$ cat src/rtl/arb2_mux_sel.sv
// arb2_mux_sel: two-source round-robin sequencer that sits in front of a
// 2:1 select mux. Each source gets a one-word buffer that drives the mux
// data input directly. A registered select code steers the mux for exactly
// one cycle per grant. The mux result is captured into a valid/ready output
// register.
module arb2_mux_sel #(
  parameter int n = 2
) (
  input  logic         clk,
  input  logic         rst_n,
  input  logic         in0_valid,
  output logic         in0_ready,
  input  logic [n-1:0] in0_data,
  input  logic         in1_valid,
  output logic         in1_ready,
  input  logic [n-1:0] in1_data,
  output logic [n-1:0] d0,
  output logic [n-1:0] d1,
  output logic [1:0]   sel,
  input  logic [n-1:0] y,
  output logic         out_valid,
  input  logic         out_ready,
  output logic [n-1:0] out_data,
  output logic         out_src,
  output logic [7:0]   cnt0,
  output logic [7:0]   cnt1
);

  // Select code that makes the downstream mux output zero.
  localparam logic [1:0] SEL_IDLE = 2'b10;

  typedef enum logic [1:0] {
    IDLE = 2'd0,
    SEL  = 2'd1,
    HOLD = 2'd2
  } state_t;

  state_t       r_state;
  state_t       w_state_next;
  logic [1:0]   r_sel;
  logic [1:0]   w_sel_next;
  logic         r_g;
  logic         w_g_next;
  logic         r_last;
  logic         w_last_next;
  logic         r_out_valid;
  logic         w_out_valid_next;
  logic         w_capture;
  logic [n-1:0] r_out_data;
  logic         r_out_src;

  // Per-source views, indexed by source number.
  logic [1:0]   w_in_valid;
  logic [n-1:0] w_in_data [2];
  logic [1:0]   w_full;
  logic [1:0]   w_accept;
  logic [1:0]   w_done;
  logic [n-1:0] w_data [2];
  logic [7:0]   w_cnt [2];

  // Arbitration result.
  logic         w_grant_valid;
  logic         w_grant_src;

  assign w_in_valid   = {in1_valid, in0_valid};
  assign w_in_data[0] = in0_data;
  assign w_in_data[1] = in1_data;

  // A grant completes at the closing edge of SEL. That single event releases
  // the buffer and bumps the grant counter of the granted source.
  assign w_done[0] = (r_state == SEL) && (r_g == 1'b0);
  assign w_done[1] = (r_state == SEL) && (r_g == 1'b1);

  genvar gi;
  generate
    for (gi = 0; gi < 2; gi++) begin : g_src
      logic         r_full;
      logic [n-1:0] r_data;
      logic [7:0]   r_cnt;

      // Ready is the inverse of the buffer flag, so a released buffer can only
      // accept again on the edge after the release.
      assign w_accept[gi] = w_in_valid[gi] & ~r_full;
      assign w_full[gi]   = r_full;
      assign w_data[gi]   = r_data;
      assign w_cnt[gi]    = r_cnt;

      // Buffer occupancy: set on accept, cleared when the grant completes.
      always_ff @(posedge clk or negedge rst_n) begin
        if (!rst_n) begin
          r_full <= 1'b0;
        end else if (w_accept[gi]) begin
          r_full <= 1'b1;
        end else if (w_done[gi]) begin
          r_full <= 1'b0;
        end
      end

      // Buffered word: loads on accept and holds after release, so the mux
      // input only changes when new data arrives.
      always_ff @(posedge clk or negedge rst_n) begin
        if (!rst_n) begin
          r_data <= '0;
        end else if (w_accept[gi]) begin
          r_data <= w_in_data[gi];
        end
      end

      // Grant counter, saturating at 255.
      always_ff @(posedge clk or negedge rst_n) begin
        if (!rst_n) begin
          r_cnt <= 8'd0;
        end else if (w_done[gi] && (r_cnt != 8'hFF)) begin
          r_cnt <= r_cnt + 8'd1;
        end
      end
    end
  endgenerate

  // Round robin: a lone full buffer wins outright. On a tie the source that
  // was not granted last wins.
  always_comb begin
    w_grant_valid = |w_full;
    if (&w_full) begin
      w_grant_src = ~r_last;
    end else begin
      w_grant_src = w_full[1];
    end
  end

  // Next-state and registered-output decode for the sequencing FSM.
  always_comb begin
    w_state_next     = r_state;
    w_sel_next       = r_sel;
    w_g_next         = r_g;
    w_last_next      = r_last;
    w_out_valid_next = r_out_valid;
    w_capture        = 1'b0;
    case (r_state)
      IDLE: begin
        w_sel_next = SEL_IDLE;
        if (w_grant_valid) begin
          w_sel_next   = {1'b0, w_grant_src};
          w_g_next     = w_grant_src;
          w_state_next = SEL;
        end
      end
      SEL: begin
        // The mux has settled on y during this cycle; capture it now.
        w_capture        = 1'b1;
        w_out_valid_next = 1'b1;
        w_last_next      = r_g;
        w_sel_next       = SEL_IDLE;
        w_state_next     = HOLD;
      end
      HOLD: begin
        w_sel_next = SEL_IDLE;
        if (out_ready) begin
          w_out_valid_next = 1'b0;
          if (w_grant_valid) begin
            // Back-to-back path: skip IDLE when another word is waiting.
            w_sel_next   = {1'b0, w_grant_src};
            w_g_next     = w_grant_src;
            w_state_next = SEL;
          end else begin
            w_state_next = IDLE;
          end
        end
      end
      default: begin
        w_sel_next       = SEL_IDLE;
        w_out_valid_next = 1'b0;
        w_state_next     = IDLE;
      end
    endcase
  end

  // FSM state, select code and arbitration history.
  always_ff @(posedge clk or negedge rst_n) begin
    if (!rst_n) begin
      r_state     <= IDLE;
      r_sel       <= SEL_IDLE;
      r_g         <= 1'b0;
      r_last      <= 1'b1;
      r_out_valid <= 1'b0;
    end else begin
      r_state     <= w_state_next;
      r_sel       <= w_sel_next;
      r_g         <= w_g_next;
      r_last      <= w_last_next;
      r_out_valid <= w_out_valid_next;
    end
  end

  // Result register: holds the captured mux output and its source.
  always_ff @(posedge clk or negedge rst_n) begin
    if (!rst_n) begin
      r_out_data <= '0;
      r_out_src  <= 1'b0;
    end else if (w_capture) begin
      r_out_data <= y;
      r_out_src  <= r_g;
    end
  end

  assign in0_ready = ~w_full[0];
  assign in1_ready = ~w_full[1];
  assign d0        = w_data[0];
  assign d1        = w_data[1];
  assign sel       = r_sel;
  assign out_valid = r_out_valid;
  assign out_data  = r_out_data;
  assign out_src   = r_out_src;
  assign cnt0      = w_cnt[0];
  assign cnt1      = w_cnt[1];

endmodule

$ cat config.mk
export PLATFORM = sky130hd
export DESIGN_NAME = arb2_mux_sel
export DESIGN_NICKNAME = d
export VERILOG_FILES = /design/src/rtl/arb2_mux_sel.sv
export SDC_FILE = /design/constraint.sdc
export NUM_CORES = 1
export LEC_CHECK = 0
export ABC_CLOCK_PERIOD_IN_PS = 1800
export BUFFER_PORTS_ARGS = -buffer_cell sky130_fd_sc_hd__buf_4
export CORE_MARGIN = 4
export CORE_UTILIZATION = 51
export DETAILED_ROUTE_END_ITERATION = 7
export PLACE_DENSITY = 0.88
export SYNTH_ARGS = -nofsm -noshare
export SYNTH_HDL_FRONTEND = slang
export SYNTH_SLANG_ARGS = --single-unit
$ cat constraint.sdc
create_clock -name clk -period 1.8 [get_ports clk]
set_input_delay 0.18 -clock clk [delete_from_list [all_inputs] [get_ports clk]]
set_output_delay 0.18 -clock clk [all_outputs]
set_load 0.03 [all_outputs]
# --- Yosys cells after proc, flatten, opt, wreduce, memory -nomap -nowiden ---
# Cells that the tools add are included.
classes:
  addsub: 2
  n_eq_ne: 6
  muxes: 18
  bitwise_logic: 7
  reduce_logical: 13
ops:
  columns: ["operator", "n"]
  rows:
  - ["8-bit by 1-bit adder with 8-bit output (second input constant)", 2]
  - ["8-bit != test (second input constant)", 2]
  - ["1-bit two-way mux", 10]
  - ["2-bit two-way mux", 4]
  - ["2-bit AND reduction", 4]
  - ["2-bit case mux with 3 select lines", 1]
  - ["2-bit nonzero test", 3]
  - ["1-bit inverter", 5]
  - ["1-bit logical AND", 4]
  - ["2-bit != test (second input constant)", 2]
  - ["2-bit case mux with 2 select lines", 1]
  - ["1-bit case mux with 3 select lines", 1]
  - ["1-bit bitwise AND", 2]
  - ["2-bit by 1-bit equality test with 1-bit output (second input constant)", 1]
  - ["2-bit equality test (second input constant)", 1]
  - ["2-bit zero test", 1]
  - ["1-bit case mux with 2 select lines", 1]
  - ["2-bit OR reduction", 1]
totals:
  register_bits: 32
  in_bits: 11
  out_inout_bits: 28
  elab_cells: 59

# --- Logic depth before layout (Yosys ltp) ---
# Gate-level depths: netlist of run 1.
logic_depth:
  ltp_word: 5
  ltp_mapped: 5
  ltp_nobuf: 5

# --- Least setup slack after synthesis of run 1 ---
# OpenSTA, ideal clock, no wires.
synth_timing:
  path_kind: "register to register"
  from: "register g_src[0].r_cnt[0] (netlist: cnt0[0])"
  to: "register g_src[0].r_cnt[6] (netlist: cnt0[6])"
  setup_ps: 128
  t_arrival_ps: 1486
  required_time_ps: 1672
  setup_slack_ps: 186
  path_stages_with_launch: 6
  n_path_buf: 0
  synth_period_minus_slack_ps: 1614
  path_cell_list: "dfrtp_1 > ha_1 > nand2_1 > nor3_4 > nand4_1 > mux2_1"
synth_between:
  elab_chain_len: 2
  elab_cells_between_ends: 3
  classes_between: "add/sub (1); eq/ne (1); reduce/logical (1)"
synth_lines:
  columns: ["element", "line", "rtl"]
  rows:
  - ["from (decl)", "79", "logic [7:0] r_cnt;"]
  - ["from (signal assigned)", "114", "r_cnt <= r_cnt + 8'd1;"]
  - ["parallel branches: the longest is 2 deep, another holds 8-bit by 1-bit adder with 8-bit output", null, null]
# Parallel ways; which one is timed is not known.
# A chain may end at the register's enable or synchronous reset.

# --- Worst setup path after layout of run 1 ---
layout_timing:
  from: "register r_state[1]"
  to: "register g_src[1].r_cnt[5] (netlist: cnt1[5])"
layout_between:
  elab_chain_len: 3
layout_lines:
  columns: ["element", "line", "rtl"]
  rows:
  - ["from (decl)", "38", "state_t r_state;"]
  - ["from (signal assigned)", "187", "r_state <= w_state_next;"]
  - ["2-bit by 1-bit equality test with 1-bit output", "72", "assign w_done[1] = (r_state == SEL) && (r_g == 1'b1);"]
  - ["1-bit logical AND", "72", null]
  - ["1-bit logical AND", "113", "end else if (w_done[gi] && (r_cnt != 8'hFF)) begin"]
  - ["to (signal assigned)", "114", null]
  - ["to (decl)", "79", null]
# Every way passes these cells.

==> flow_metrics.env, run 1 <==
export IMPL_numCtsBuffers=5
export IMPL_cts_sinks=32
export IMPL_clk_pin_slew_ns=0.10
export IMPL_yosys_top_cells_area="dfrtp_1 53%, mux2_2 8.8%, dfstp_2 3.7%"
export IMPL_cp_depth=5
export IMPL_min_period_ns=1.604
export IMPL_vias=1090
export IMPL_multi_input_area_sq_um=571.8
export IMPL_finClkSkew_ns=0.008725
export IMPL_sequentialPowerShare_pct=39.4
export IMPL_critPathBufInv=1
export IMPL_finalSetupTns_ns=0
export IMPL_worstPathMaxFanout=6
export IMPL_fin_area_sq_um=1793
export IMPL_synthTopCellsByCount="30 x dfrtp_1, 13 x nand2_1, 11 x mux2_2"
export IMPL_swShare_pct=44.51
export IMPL_htree_levels=2
export IMPL_crit_family="simple AND/OR/NAND/NOR gates"
export IMPL_cts_root_buffer="clkbuf_4"
export IMPL_fin_crit_sh_pct=89.09
export IMPL_yosysUniqueCellTypes=31
export IMPL_p_switching_mw=1.507
export IMPL_syn2layout_area_growth_pct=27.60
export IMPL_cts_tree="yes"
export IMPL_min_path_cells=2
export IMPL_viasPerCell=5.619
export IMPL_grt_pass1_wl_um=4892
export IMPL_synth_seq_cells=32
export IMPL_r2r_cells=5
export IMPL_drv_cap=0
export IMPL_core_area_sq_um=2545
export IMPL_syn_nets=130
export IMPL_cp_required_ns=2.03
export IMPL_crit_slowest_cell="dfrtp_1"
export IMPL_slew_viol_final=0
export IMPL_place_congestion=0.8180
export IMPL_power_leakage_nw=0.8388
export IMPL_wire_per_inst_um=15.01
export IMPL_grt_max_degree=33
export IMPL_crit_chain="nand2b_1, buf_4, nor2_4, nand3_1, mux2_2"
export IMPL_slowest_delay_ns=0.43
export IMPL_gr_total_overflow=0
export IMPL_drtPass1Iterations=4
export IMPL_synth_edff_count=0
export IMPL_routed_wl_um=2912
export IMPL_yosys_area_top_type="dfrtp_1"
export IMPL_hold_ws_ns=0.07662
export IMPL_slew_headroom_pct=73.69
export IMPL_endpoint_kind="flop"
export IMPL_arrival_ns=1.84
export IMPL_ys_async_sr_fraction_pct=100.0
export IMPL_track_usage_pct=18.58
export IMPL_layout_nets=176
export IMPL_intPower_mw=1.879
export IMPL_p_comb_share_pct=47.8
export IMPL_clkLatencyLatePin_ns=0.34
export IMPL_drive_gt1_share_pct=39.63
export IMPL_placed_cell_area_sq_um=1724
export IMPL_hp_class="in -> reg"
export IMPL_drc_errors=0
export IMPL_synth_top_area_share_pct=53.43
export IMPL_outcome="complete, no violations"
export IMPL_pwr_share_clk_pct=12.8
export IMPL_max_clock_path_buffers=2
export IMPL_hold_viol_final=0
export IMPL_ys_flop_type="dfrtp_1"
export IMPL_seqCellArea_sq_um=803.3
export IMPL_hpwlAfterDp_um=2161
export IMPL_grt_pass1_vias=1105
export IMPL_yosysMostFrequentCell="dfrtp_1"
export IMPL_die_w_um=60.49
export IMPL_port_buffers=38
export IMPL_antenna_found_initial=0
export IMPL_fillerInstances=182
export IMPL_row_count=18
export IMPL_synthCells=117
export IMPL_powerDensity_nw_per_um2=1888
export IMPL_yosysSeqAreaShare_pct=57.17
export IMPL_dieArea_sq_um=3659
export IMPL_yosysWarnings=0
export IMPL_start_util_pct=55.21
export IMPL_diodes=0
export IMPL_path_class="reg -> reg"
export IMPL_vdd_drop_max_v=0.001231
export IMPL_synth_area_sq_um=1405
export IMPL_rsz0062_at_grt="false"
export IMPL_cp_start_kind="flop"
export IMPL_max_freq_mhz=623.6
export IMPL_ant_nets=0
export IMPL_cts_repair_resized=0
export IMPL_tightestPinTransition_ns=0.3947
export IMPL_drtIter0Drc=28
export IMPL_die_h_um=60.49
export IMPL_avgSynthCellArea_sq_um=12.01
export IMPL_pin_count=39
export IMPL_setup_viol=0
path summary, 6_finish.rpt:
check | endpoint | slack (ns) | start
min in group asynchronous | cnt0[2] | 0.31 | rst_n
min | d0[0] | 0.08 | in0_data[0]
max | cnt1[5] | 0.20 | r_state[1]
max in group asynchronous | sel[1] | 1.17 | rst_n
max reg2reg | cnt1[5] | 0.20 | r_state[1]
min reg2reg | r_last | 0.48 | r_last
metrics by stage:
step | cells | total power, mW | setup slack, ns | util [%]
floorplan | 117 | 2.370 | 0.1861 | -
global placement | 185 | 2.901 | 0.3019 | 67.75
detailed placement | 185 | 2.974 | 0.2127 | 67.75
CTS | 194 | 3.414 | 0.2071 | 70.45
global route | 194 | 3.606 | 0.1340 | 70.45
finish | 194 | 3.386 | 0.1963 | 70.45
worst reg2reg max path: stages (launching register included):
cell      delay (ns)
dfrtp_1         0.43
nand2b_1        0.29
buf_4           0.23
nor2_4          0.15
nand3_1         0.12
mux2_2          0.29
what timing repair did:
item	CTS	global route
hold buffers	1	0
setup endpoints to repair	0	0
hold endpoints to repair	30	0
buffers inserted	0	0
placed cells by master (no fill, tap or decap), types with 3 or more instances in the layout:
cell type | netlist | final
xnor2_1 | 4 | 4
nand4_1 | 3 | 3
buf_4 | 0 | 39
nand2b_1 | 3 | 3
nand2_1 | 13 | 13
dfrtp_1 | 30 | 30
a21oi_1 | 8 | 8
o21a_1 | 3 | 3
clkbuf_4 | 0 | 5
o21ai_0 | 3 | 3
inv_1 | 5 | 5
nand3_1 | 4 | 4
mux2_2 | 11 | 11
nor2_1 | 3 | 3
power by group through the flow:
stage | combinational [mW] | clock (mW) | sequential [mW]
after floorplan | 0.631 | 0 | 1.74
after global placement | 1.58 | 0 | 1.32
after detailed placement | 1.63 | 0 | 1.35
final | 1.62 | 0.433 | 1.34
after global routing | 1.74 | 0.480 | 1.38
after CTS | 1.64 | 0.443 | 1.34
area by class of cell:
| class | count | area share [%] |
|---|---|---|
| Multi-Input combinational cell | 79 | 31.89 |
| Inverter | 5 | 1.047 |
| Sequential cell | 32 | 44.80 |
| Clock buffer | 8 | 3.280 |
| Tap cell | 30 | 2.094 |
| Timing Repair Buffer | 40 | 16.89 |
per-layer routing:
metal	wire length (um)	vias to the layer above	GRT usage, %
met3	195	7	5.319
met5	0	-	0
met2	1505	49	28.86
li1	-	513	-
met1	1155	521	22.99
met4	56	0	11.46
flip-flops by register name, indices dropped and copies added (netlist names):
name and cells:
cnt0 8, cnt1 8, d0 2, d1 2, g_src.r_full 2, out_data 2
out_src 1, out_valid 1, r_g 1, r_last 1, r_state 2, sel 2
kinds of logic (layout without fill, tap and decap cells):
family | after synthesis | in the layout | share of synthesized area (%)
and+or+nand+nor | 37 | 37 | 15.50
DFF | 32 | 32 | 57.17
AOI/OAI and AO/OA | 24 | 24 | 11.31
muxes | 12 | 12 | 9.617
buffers and inverters | 6 | 53 | 2.137
xor gates and xnor gates | 4 | 4 | 2.493
adders and majority gates | 2 | 2 | 1.781
Note: power is estimated with default switching activity, not from simulation.
==> run 2: changes to the inputs <==
- RECOVER_POWER: unset -> 50
==> flow_metrics.env, run 2 (same netlist as run 1, synthesis figures left out) <==
export IMPL_outcome="complete, no violations"
export IMPL_cp_start_kind="flop"
export IMPL_path_class="reg -> reg"
export IMPL_powerDensity_nw_per_um2=1875
export IMPL_p_comb_share_pct=46.3
export IMPL_layout_setup_ws_ns=0.1955
export IMPL_ant_nets=0
export IMPL_drv_cap=0
export IMPL_cts_tree="yes"
export IMPL_finClkSkew_ns=0.009722
export IMPL_vdd_drop_max_v=0.001230
export IMPL_layout_commonest_cell="dfrtp_1"
export IMPL_arrival_ns=1.84
export IMPL_fin_crit_sh_pct=89.14
export IMPL_hold_buffers=1
export IMPL_cts_sinks=32
export IMPL_cts_repair_resized=0
export IMPL_die_h_um=60.49
export IMPL_antenna_found_initial=0
export IMPL_clk_pin_slew_ns=0.10
export IMPL_busiest_layer="met2"
export IMPL_slew_headroom_pct=48.27
export IMPL_clkLatencyLatePin_ns=0.34
export IMPL_row_count=18
export IMPL_pre_cts_slack_ns=0.2127
export IMPL_core_area_sq_um=2545
export IMPL_hold_viol_final=0
export IMPL_port_buffers=38
export IMPL_swShare_pct=45.74
export IMPL_min_period_ns=1.604
export IMPL_max_freq_mhz=623.3
export IMPL_gr_total_overflow=0
export IMPL_grt_pass1_vias=1105
export IMPL_grt_use_met1_pct=22.99
export IMPL_drc_errors=0
export IMPL_htree_levels=2
export IMPL_wire_per_inst_um=14.96
export IMPL_fin_cells=194
export IMPL_drtPass1Iterations=4
export IMPL_p_switching_mw=1.504
export IMPL_hp_class="in -> reg"
export IMPL_power_leakage_nw=0.8013
export IMPL_die_w_um=60.49
export IMPL_grt_pass1_wl_um=4892
export IMPL_dieArea_sq_um=3659
export IMPL_design_power_total_mw=3.287
export IMPL_pwr_share_clk_pct=13.2
export IMPL_place_congestion=0.8180
export IMPL_numCtsBuffers=5
export IMPL_fin_util_pct=68.88
export IMPL_max_clock_path_buffers=2
export IMPL_slew_viol_final=0
export IMPL_grt_max_degree=33
export IMPL_intPower_mw=1.784
export IMPL_tightestPinTransition_ns=0.7760
export IMPL_drtIter0Drc=28
export IMPL_diodes=0
export IMPL_start_util_pct=55.21
export IMPL_viasPerCell=5.541
export IMPL_pin_count=39
export IMPL_post_cts_buffers=0
export IMPL_sequentialPowerShare_pct=40.5
export IMPL_cp_required_ns=2.03
export IMPL_rsz0062_at_grt="false"
export IMPL_fillerInstances=198
export IMPL_layout_nets=176
export IMPL_track_usage_pct=18.58
export IMPL_cts_root_buffer="clkbuf_4"
export IMPL_finalSetupTns_ns=0
export IMPL_met2_usage_pct=28.86
export IMPL_endpoint_kind="flop"
export IMPL_drive_gt1_share_pct=33.54
export IMPL_dp_cells=185
export IMPL_setup_viol=0
export IMPL_routed_wl_um=2903
export IMPL_final_cell_mix="30 x dfrtp_1, 28 x buf_4, 13 x nand2_1"
export IMPL_syn2layout_area_growth_pct=24.75
export IMPL_hpwlAfterDp_um=2161
export IMPL_vias=1075
export IMPL_worstPathMaxFanout=6
export IMPL_use_met3_pct=5.319
-- run 2: changes by cell type in the layout (fill, tap and decap cells not counted) --
cell      previous run  this run
buf_4               39        28
clkbuf_1             2        12
clkbuf_2             0         1
-- run 2: per-stage QoR --
stage	cell area [sq um]	hold WS [ns]
finish	1753	0.07626
global route	1753	0.05601
CTS	1793	0.06005
detailed placement	1724	0.1369
global placement	1724	0.1304
floorplan	1405	-0.1156
-- run 2: power groups by stage --
stage | clock network [mW] | logic (mW) | registers, mW
finish | 0.434 | 1.52 | 1.33
CTS | 0.443 | 1.64 | 1.34
detailed placement | 0 | 1.63 | 1.35
global placement | 0 | 1.58 | 1.32
floorplan | 0 | 0.631 | 1.74
global route | 0.480 | 1.65 | 1.38
-- run 2: critical path, stage by stage (launching register included) --
cell and delay [ns]:
dfrtp_1 0.43, nand2b_1 0.28, buf_4 0.23, nor2_4 0.15, nand3_1 0.12, mux2_2 0.29
-- run 2: worst paths after layout --
| path | from | end | slack, ns | cells after the start |
|---|---|---|---|---|
| max | r_state[1] | cnt1[5] | 0.20 | 5 |
| min | in0_data[0] | d0[0] | 0.08 | 2 |
| max reg2reg | r_state[1] | cnt1[5] | 0.20 | 5 |
| min reg2reg | r_last | r_last | 0.48 | 2 |
| max in group asynchronous | rst_n | r_state[0] | 0.86 | 2 |
| min in group asynchronous | rst_n | cnt0[2] | 0.45 | 2 |
-- run 2: metal layers --
metal / share of wire (%) / vias up
met1: 40 / 515
met5: 0 / -
met2: 52 / 40
met3: 6.0 / 7
li1: - / 513
met4: 1.9 / 0
-- run 2: cell type report --
class	count	area, sq um	share of cell area [%]
Multi-Input combinational cell	79	571.8	32.62
Sequential cell	32	803.3	45.82
Clock buffer	8	58.81	3.355
Tap cell	30	37.54	2.141
Timing Repair Buffer	40	262.8	14.99
Inverter	5	18.77	1.071
==> run 3: changes to the inputs <==
==> constraint.sdc (replaced) <==
create_clock -name clk -period 1.8 [get_ports clk]
set_input_delay 0.27 -clock clk [delete_from_list [all_inputs] [get_ports clk]]
set_output_delay 0.27 -clock clk [all_outputs]
set_load 0.03 [all_outputs]
==> flow_metrics.env, run 3 (same netlist as run 1, synthesis figures left out) <==
export IMPL_outcome="complete, no violations"
export IMPL_layout_setup_ws_ns=0.1964
export IMPL_fillerInstances=193
export IMPL_fin_util_pct=69.47
export IMPL_vias=1087
export IMPL_powerDensity_nw_per_um2=1882
export IMPL_cts_sinks=32
export IMPL_pin_count=39
export IMPL_min_from="in0_data[0]"
export IMPL_final_cell_mix="32 x buf_4, 30 x dfrtp_1, 13 x nand2_1"
export IMPL_drv_cap=0
export IMPL_finalSetupTns_ns=0
export IMPL_numCtsBuffers=5
export IMPL_drc_errors=0
export IMPL_wire_per_inst_um=14.97
export IMPL_min_period_ns=1.604
export IMPL_pre_cts_slack_ns=0.2127
export IMPL_tightestPinTransition_ns=0.7764
export IMPL_fin_area_sq_um=1768
export IMPL_grt_pass1_wl_um=4892
export IMPL_start_util_pct=55.21
export IMPL_port_buffers=38
export IMPL_viasPerCell=5.603
export IMPL_rsz0062_at_grt="false"
export IMPL_r2r_cells=5
export IMPL_worstPathMaxFanout=6
export IMPL_cts_tree="yes"
export IMPL_fin_cells=194
export IMPL_dieArea_sq_um=3659
export IMPL_design_power_total_mw=3.327
export IMPL_ant_nets=0
export IMPL_antenna_found_initial=0
export IMPL_power_leakage_nw=0.8159
export IMPL_core_area_sq_um=2545
export IMPL_cp_required_ns=2.03
export IMPL_place_congestion=0.8180
export IMPL_cts_root_buffer="clkbuf_4"
export IMPL_clkLatencyLatePin_ns=0.34
export IMPL_die_h_um=60.49
export IMPL_cp_start_kind="flop"
export IMPL_row_count=18
export IMPL_crit_chain="nand2b_1, buf_4, nor2_4, nand3_1, mux2_2"
export IMPL_ff2ff_setup_slack_ns=0.20
export IMPL_post_cts_buffers=0
export IMPL_gr_total_overflow=0
export IMPL_arrival_ns=1.84
export IMPL_layout_commonest_cell="buf_4"
export IMPL_cts_repair_resized=0
export IMPL_die_w_um=60.49
export IMPL_routed_wl_um=2905
export IMPL_slew_viol_final=0
export IMPL_slew_headroom_pct=48.24
export IMPL_grt_max_degree=33
export IMPL_critPathBufInv=1
export IMPL_fin_crit_sh_pct=89.09
export IMPL_setup_viol=0
export IMPL_vdd_drop_max_v=0.001229
export IMPL_htree_levels=2
export IMPL_finClkSkew_ns=0.008839
export IMPL_crit_family="simple AND/OR/NAND/NOR gates"
export IMPL_hold_viol_final=0
export IMPL_hp_class="in -> reg"
export IMPL_syn2layout_area_growth_pct=25.82
export IMPL_hold_ws_ns=0.1658
export IMPL_drtIter0Drc=28
export IMPL_diodes=0
export IMPL_max_clock_path_buffers=2
export IMPL_dp_cells=185
export IMPL_drive_gt1_share_pct=35.98
export IMPL_clk_pin_slew_ns=0.10
export IMPL_slowest_delay_ns=0.43
export IMPL_min_path_cells=2
export IMPL_placed_cell_area_sq_um=1724
export IMPL_hpwlAfterDp_um=2161
export IMPL_r2r_start="r_state[1]"
export IMPL_layout_nets=176
export IMPL_r2r_end="cnt1[5]"
export IMPL_drtPass1Iterations=4
export IMPL_track_usage_pct=18.58
export IMPL_max_freq_mhz=623.6
export IMPL_worstHoldEndpoint="d0[0]"
export IMPL_grt_pass1_vias=1105
export IMPL_endpoint_kind="flop"
export IMPL_crit_slowest_cell="dfrtp_1"
export IMPL_path_class="reg -> reg"
==> run 3: worst max-delay path by stage <==
stage	from	end	slack, ns	cells after the start
2_1_floorplan	cnt0[0]	cnt0[6]	0.19	5
6_report	r_state[1]	cnt1[5]	0.20	5
3_5_place_dp	r_state[1]	cnt1[5]	0.21	5
5_1_grt	r_state[1]	cnt1[5]	0.13	5
3_3_place_gp	r_state[1]	cnt1[5]	0.30	5
4_1_cts	r_state[1]	cnt1[5]	0.21	5
==> run 3: what timing repair did <==
| item | in CTS | in global routing |
|---|---|---|
| endpoints found under the setup margin | 0 | 0 |
| hold buffers | 1 | 0 |
| endpoints found under the hold margin | 30 | 0 |
==> run 3: power breakdown <==
part | switching, mW | leakage (nW) | total [mW] | internal [mW]
Combinational | 0.965 | 0.392 | 1.56 | 0.595
Clock | 0.241 | 0.0326 | 0.434 | 0.193
Sequential | 0.299 | 0.391 | 1.33 | 1.03
==> run 3: area by class of cell <==
cell class	count	area (sq um)	area share (%)
Tap cell	30	37.54	2.123
Clock buffer	8	58.81	3.326
Multi-Input combinational cell	79	571.8	32.34
Inverter	5	18.77	1.062
Timing Repair Buffer	40	277.8	15.71
Sequential cell	32	803.3	45.44
==> run 3: routing by layer <==
layer  share of wire (%)  GRT usage (%)  vias up
met2                  52          28.86       49
met1                  40          22.99      518
met3                 6.5          5.319        7
met5                   0              0        -
li1                    -              -      513
met4                 1.9          11.46        0
==> run 3: worst reg2reg max path: stages, from the launching register on <==
cell	delay [ns]
dfrtp_1	0.43
nand2b_1	0.29
buf_4	0.23
nor2_4	0.15
nand3_1	0.12
mux2_2	0.29
